**src/rtl/fifo_reader_pkg.sv**
```systemverilog
// Shared types and helpers for the FIFO stream reader.
// Optional packet framing is enabled with FIFO_READER_TLAST_EN.
package fifo_reader_pkg;

   typedef enum logic [1:0] {
      IDLE,
      RUN,
      FLUSH
   } rd_state_t;

   function automatic int unsigned ptr_next(
      input int unsigned p,
      input int unsigned depth
   );
      return (p >= depth - 32'd1) ? 32'd0 : p + 32'd1;
   endfunction

endpackage

```
**src/rtl/fifo_reader_obuf.sv**
```systemverilog
// Circular output buffer between the FIFO read port and the stream.
// A clear drops all entries; storage contents are left as they were.
module fifo_reader_obuf
   import fifo_reader_pkg::*;
#(
   parameter int BIT_WIDTH = 8,
   parameter int DEPTH = 3,
   localparam int PW = (DEPTH > 1) ? $clog2(DEPTH) : 1,
   localparam int CW = $clog2(DEPTH + 1)
) (
   input  logic                 clk,
   input  logic                 rst_n,
   input  logic                 push,
   input  logic                 pop,
   input  logic                 clr,
   input  logic [BIT_WIDTH-1:0] din,
   output logic [BIT_WIDTH-1:0] dout,
   output logic [CW-1:0]        count
);

   logic [BIT_WIDTH-1:0] mem [DEPTH];
   logic [PW-1:0]        rd_ptr;
   logic [PW-1:0]        wr_ptr;

   assign dout = mem[rd_ptr];

   always_ff @(posedge clk or negedge rst_n) begin
      if (!rst_n) begin
         for (int i = 0; i < DEPTH; i++) mem[i] <= '0;
         rd_ptr <= '0;
         wr_ptr <= '0;
         count  <= '0;
      end else if (clr) begin
         rd_ptr <= '0;
         wr_ptr <= '0;
         count  <= '0;
      end else begin
         // The credit check upstream must never let a push land on a full buffer.
         assert (!(push && count == CW'(DEPTH)));
         if (push) begin
            mem[wr_ptr] <= din;
            wr_ptr <= PW'(ptr_next(32'(wr_ptr), DEPTH));
         end
         if (pop) rd_ptr <= PW'(ptr_next(32'(rd_ptr), DEPTH));
         if (push && !pop) count <= count + 1'b1;
         else if (!push && pop) count <= count - 1'b1;
      end
   end

endmodule

```
**src/rtl/fifo_stream_reader.sv**
```systemverilog
// Reads the FIFO and re-presents its words as a valid/ready stream.
// Define FIFO_READER_TLAST_EN to add PKT_LEN-beat framing on m_tlast.
module fifo_stream_reader
   import fifo_reader_pkg::*;
#(
   parameter int BIT_WIDTH = 8,
   parameter int BUF_DEPTH = 3,
   parameter int PKT_LEN = 16
) (
   input  logic                 clk,
   input  logic                 rst_n,
   input  logic                 en,
   input  logic                 flush,
   output logic                 fifo_re,
   input  logic [BIT_WIDTH-1:0] fifo_dout,
   input  logic                 fifo_ovalid,
   input  logic                 fifo_empty,
   output logic                 m_tvalid,
   input  logic                 m_tready,
   output logic [BIT_WIDTH-1:0] m_tdata,
`ifdef FIFO_READER_TLAST_EN
   output logic                 m_tlast,
`endif
   output logic                 busy,
   output logic                 flush_done
);

   localparam int CW = $clog2(BUF_DEPTH + 1);

   if (BIT_WIDTH < 1 || BUF_DEPTH < 1 || PKT_LEN < 1) begin : g_param_check
      $error("fifo_stream_reader: parameters must be >= 1");
   end

   rd_state_t     state;
   rd_state_t     state_nxt;
   logic          inflight;
   logic [CW-1:0] count;
   logic [CW:0]   used;
   logic          credit_ok;
   logic          push;
   logic          pop;

   // A read still in flight owns a buffer slot until it lands.
   assign used = {1'b0, count} + {{CW{1'b0}}, inflight};
   assign credit_ok = used < (CW + 1)'(BUF_DEPTH);

   assign flush_done = (state == FLUSH) && fifo_empty && !inflight;
   assign push = fifo_ovalid && (state != FLUSH);
   assign pop = m_tvalid && m_tready;
   assign m_tvalid = count != '0;
   assign busy = (state != IDLE) || m_tvalid;

   always_comb begin
      fifo_re = 1'b0;
      unique case (state)
         RUN:     fifo_re = !fifo_empty && credit_ok;
         FLUSH:   fifo_re = !fifo_empty;
         default: fifo_re = 1'b0;
      endcase
   end

   always_comb begin
      state_nxt = state;
      if (flush) begin
         state_nxt = FLUSH;
      end else begin
         unique case (state)
            IDLE:    if (en) state_nxt = RUN;
            RUN:     if (!en) state_nxt = IDLE;
            FLUSH:   if (flush_done) state_nxt = IDLE;
            default: state_nxt = IDLE;
         endcase
      end
   end

   always_ff @(posedge clk or negedge rst_n) begin
      if (!rst_n) begin
         state    <= IDLE;
         inflight <= 1'b0;
      end else begin
         state    <= state_nxt;
         inflight <= fifo_re;
      end
   end

   fifo_reader_obuf #(
      .BIT_WIDTH(BIT_WIDTH),
      .DEPTH(BUF_DEPTH)
   ) u_obuf (
      .clk(clk),
      .rst_n(rst_n),
      .push(push),
      .pop(pop),
      .clr(flush),
      .din(fifo_dout),
      .dout(m_tdata),
      .count(count)
   );

`ifdef FIFO_READER_TLAST_EN
   localparam int BW = (PKT_LEN > 1) ? $clog2(PKT_LEN) : 1;

   logic [BW-1:0] beat;

   always_ff @(posedge clk or negedge rst_n) begin
      if (!rst_n) beat <= '0;
      else if (flush) beat <= '0;
      else if (pop) beat <= BW'(ptr_next(32'(beat), PKT_LEN));
   end

   assign m_tlast = m_tvalid && (beat == BW'(PKT_LEN - 1));
`endif

endmodule

```
**config.mk**
```make
export PLATFORM = sky130hd
export DESIGN_NAME = fifo_stream_reader
export DESIGN_NICKNAME = d
export VERILOG_FILES = /design/src/rtl/fifo_reader_pkg.sv /design/src/rtl/fifo_reader_obuf.sv /design/src/rtl/fifo_stream_reader.sv
export SDC_FILE = /design/constraint.sdc
export NUM_CORES = 1
export LEC_CHECK = 0
export ABC_CLOCK_PERIOD_IN_PS = 3800
export BUFFER_PORTS_ARGS = -buffer_cell sky130_fd_sc_hd__buf_2
export CAP_MARGIN = 20
export CORE_UTILIZATION = 40
export CTS_BUF_LIST = sky130_fd_sc_hd__clkbuf_16
export CTS_CLUSTER_SIZE = 20
export DETAILED_ROUTE_END_ITERATION = 8
export GPL_TIMING_DRIVEN = 0
export PLACE_DENSITY = 0.65
export SLEW_MARGIN = 20
export SYNTH_ARGS = -nofsm -noshare
export SYNTH_HDL_FRONTEND = slang
export SYNTH_SLANG_ARGS = --single-unit
```
**constraint.sdc**
```tcl
create_clock -name clk -period 3.8 [get_ports clk]
set_input_delay 0.76 -clock clk [delete_from_list [all_inputs] [get_ports clk]]
set_output_delay 0.76 -clock clk [all_outputs]
set_load 0.03 [all_outputs]
```
==> flow_metrics.env <==
export IMPL_setup_slack_ns=1.22
export IMPL_syn_instance_count=136
export IMPL_startpoint_type="register"
export IMPL_yosysWarnings=0
export IMPL_firstDrtPassIters=4
export IMPL_maxCapViolations=0
export IMPL_place_gp_congestion=0.776
export IMPL_p_leak_nw=0.991
export IMPL_synth_top_family_by_area="multiplexers"
export IMPL_core_area_um2=3770
export IMPL_seq_power_share_pct=36.3
export IMPL_status="finished clean"
export IMPL_synth_compound_area_share_pct=5.15
export IMPL_fp_row_count=22
export IMPL_avgSynthCellArea_um2=12.0
export IMPL_r2r_slack_ns=2.02
export IMPL_via_per_inst=5.14
export IMPL_area_growth_pct=23.1
export IMPL_path_clk_slew_ns=0.05
export IMPL_die_h_um=65.8
export IMPL_register_area_um2=826
export IMPL_yosys_area_share_simple_pct=13.0
export IMPL_grt_first_pass_wirelength_um=5350
export IMPL_clock_sinks=33
export IMPL_route_detailed_drc=0
export IMPL_final_antenna_net_count=0
export IMPL_min_delay_path_class="reg2reg"
export IMPL_drv_slew=0
export IMPL_fin_crit_sh_pct=67.9
export IMPL_path_buf_inv=1
export IMPL_endpoint_kind="output port"
export IMPL_crit_top_cell="ha_1"
export IMPL_slowest_delay_ns=0.42
export IMPL_required_ns=3.04
export IMPL_synth_mux_area_fraction_pct=24.7
export IMPL_fin_crit_ns=2.58
export IMPL_max_freq_mhz=387
export IMPL_synth_xor_area_share_pct=0
export IMPL_reg2reg_to="u_obuf.mem[21]"
export IMPL_worst_hold_path_endpoint="u_obuf.mem[13]"
export IMPL_setup_viol=0
export IMPL_via_count=1115
export IMPL_cts_tree="yes"
export IMPL_rr_worst_depth=5
export IMPL_dieArea_um2=4330
export IMPL_worstSkewPairLatency_ns=0.27
export IMPL_htreeDepth=2
export IMPL_multi_input_area_um2=759
export IMPL_rsz0062_at_grt="false"
export IMPL_synth_seq_cells=33
export IMPL_power_density_nw_per_um2=704
export IMPL_rr_startpoint="state[0]"
export IMPL_cts_buffers=5
export IMPL_syn_area_um2=1630
export IMPL_cts_repair_timing_setup_buffer_count=0
export IMPL_fin_tns_setup_ns=0
export IMPL_clock_path_buffers=2
export IMPL_nFillCells=318
export IMPL_crit_arrival_ns=1.82
export IMPL_io_buffer_count=25
export IMPL_synthAdderAreaFrac_pct=3.84
export IMPL_die_w_um=65.8
export IMPL_p_switching_uw=418
export IMPL_path_cells="ha_1 > ha_1 > nand2_1 > a31oi_1 > nor3b_1 > buf_2"
export IMPL_holdCritStartpoint="u_obuf.mem[13]"
export IMPL_hold_buffers=0
export IMPL_sw_frac_of_total_pct=29.7
export IMPL_diodes=0
export IMPL_internal_power_uw=991
export IMPL_grt_remaining_overflow=0
export IMPL_cts_resized_gates=0
export IMPL_synth_nets=156
export IMPL_cpMaxStageDelayCell="dfrtp_1"
export IMPL_fin_util_pct=53.1
export IMPL_routedWlPerCell_um=14.8
export IMPL_hold_viol_final=0
export IMPL_yosysSeqAreaShare_pct=50.7
export IMPL_ir_drop_v=0.000365
export IMPL_grt_pass1_vias=1130
export IMPL_dp_final_hpwl_um=2240
export IMPL_nets=188
export IMPL_grt_max_degree=34
export IMPL_cpLargestDelayFamily="adder cells"
export IMPL_cts_root_buf="clkbuf_16"
export IMPL_wl_um=3210
export IMPL_path_max_fanout=6
export IMPL_gr_usage_all_layers_pct=17.3
export IMPL_initial_core_util_pct=43.2
export IMPL_critical_path_class="reg2out"
export IMPL_relSlewSlack_pct=50.5
export IMPL_pwr_share_comb_pct=27.4
export IMPL_drt_initial_drc_count=44
export IMPL_min_path_cells=1
export IMPL_worst_slew_pin_slew_ns=0.742
export IMPL_skew_ns=0.000985
export IMPL_yosysUniqueCellTypes=24
export IMPL_drive_above_1_share_pct=37.9
export IMPL_clockPowerShare_pct=36.4
export IMPL_dp_slack_ns=1.47
export IMPL_grt_antenna_before_repair=0
export IMPL_ioPinCount=27
worst max-delay path by stage:
stage                          from  depth (start not counted)  slack (ns)  endpoint
floorplan           u_obuf.count[0]                          5        1.29   fifo_re
global placement    u_obuf.count[0]                          6        1.56   fifo_re
detailed placement  u_obuf.count[0]                          6        1.47   fifo_re
CTS                 u_obuf.count[0]                          6        1.18   fifo_re
global route        u_obuf.count[0]                          6        1.06   fifo_re
finish              u_obuf.count[0]                          6        1.22   fifo_re
cells in the final DEF (no fill, tap or decap):
cell type | netlist | final
nor2b_1 | 6 | 6
nor2_1 | 8 | 8
mux2i_1 | 12 | 12
dfrtp_1 | 33 | 33
ha_1 | 5 | 5
buf_2 | 1 | 26
nand2_2 | 2 | 2
clkbuf_1 | 2 | 2
nor3b_1 | 1 | 1
or3_1 | 1 | 1
and3_1 | 1 | 1
nand2b_1 | 4 | 4
nand2_1 | 11 | 11
nor4_1 | 1 | 1
nand3b_4 | 1 | 1
o21ai_0 | 9 | 9
buf_6 | 1 | 1
inv_1 | 5 | 5
clkinv_2 | 0 | 1
nor3b_4 | 1 | 1
bufinv_16 | 0 | 2
a221o_1 | 1 | 1
a21o_1 | 1 | 1
mux2_2 | 25 | 25
a21oi_1 | 3 | 3
a31oi_1 | 1 | 1
clkbuf_16 | 0 | 5
power by group through the flow:
stage               sequential [mW]  combinational [mW]  clock [mW]
detailed placement            0.515               0.388           0
global route                  0.521               0.420       0.537
finish                        0.511               0.386       0.512
CTS                           0.510               0.390       0.520
floorplan                     0.497               0.293           0
global placement              0.503               0.373           0
synthesized netlist by cell type:
| master | instances | area, um^2 |
|---|---|---|
| mux2_2 | 25 | 282 |
| a21o_1 | 1 | 7.51 |
| nor3b_4 | 1 | 18.8 |
| nand2_2 | 2 | 12.5 |
| a221o_1 | 1 | 10.0 |
| and3_1 | 1 | 6.26 |
| dfrtp_1 | 33 | 826 |
| mux2i_1 | 12 | 120 |
| or3_1 | 1 | 6.26 |
| inv_1 | 5 | 18.8 |
| nand2b_1 | 4 | 25.0 |
| ha_1 | 5 | 62.6 |
| nor2_1 | 8 | 30.0 |
| nor3b_1 | 1 | 7.51 |
| clkbuf_1 | 2 | 7.51 |
| nand3b_4 | 1 | 20.0 |
| a31oi_1 | 1 | 6.26 |
| nor4_1 | 1 | 6.26 |
| nor2b_1 | 6 | 37.5 |
| a21oi_1 | 3 | 15.0 |
| nand2_1 | 11 | 41.3 |
| buf_2 | 1 | 5.00 |
| buf_6 | 1 | 11.3 |
| o21ai_0 | 9 | 45.0 |
metrics by stage:
stage	hold WS, ns	instance area (um^2)	power [mW]	cells
floorplan	0.464	1630	0.789	136
global placement	0.486	1810	0.876	209
detailed placement	0.492	1810	0.903	209
CTS	0.503	2000	1.42	217
global route	0.511	2000	1.48	217
finish	0.502	2000	1.41	217
logic make-up after synthesis:
logic type      count (synthesis)
compound gates                 15
fa+ha+maj                       5
buf+inv                         9
flops                          33
mux                            37
simple gates                   37
registers in the layout, summed over array words and instances, names as in the netlist:
signal and count:
inflight 1, u_obuf.count 2, u_obuf.mem 24, state 2, u_obuf.rd_ptr 2, u_obuf.wr_ptr 2
cell type report:
class	count	area share [%]
Clock inverter	3	3.25
Multi-Input combinational cell	94	37.9
Tap cell	48	3.00
Clock buffer	5	6.25
Sequential cell	33	41.2
Timing Repair Buffer	25	6.25
Inverter	5	0.937
Buffer	4	1.19
layer usage:
metal  vias to the layer above  share of wire [%]  GRT usage [%]
li1                        532                  -              -
met5                         -                  0              0
met4                         0                1.1           7.34
met1                       557                 42           20.3
met3                         6                3.7           4.83
met2                        20                 53           29.5
No activity file was read; power rests on OpenSTA's default activity.
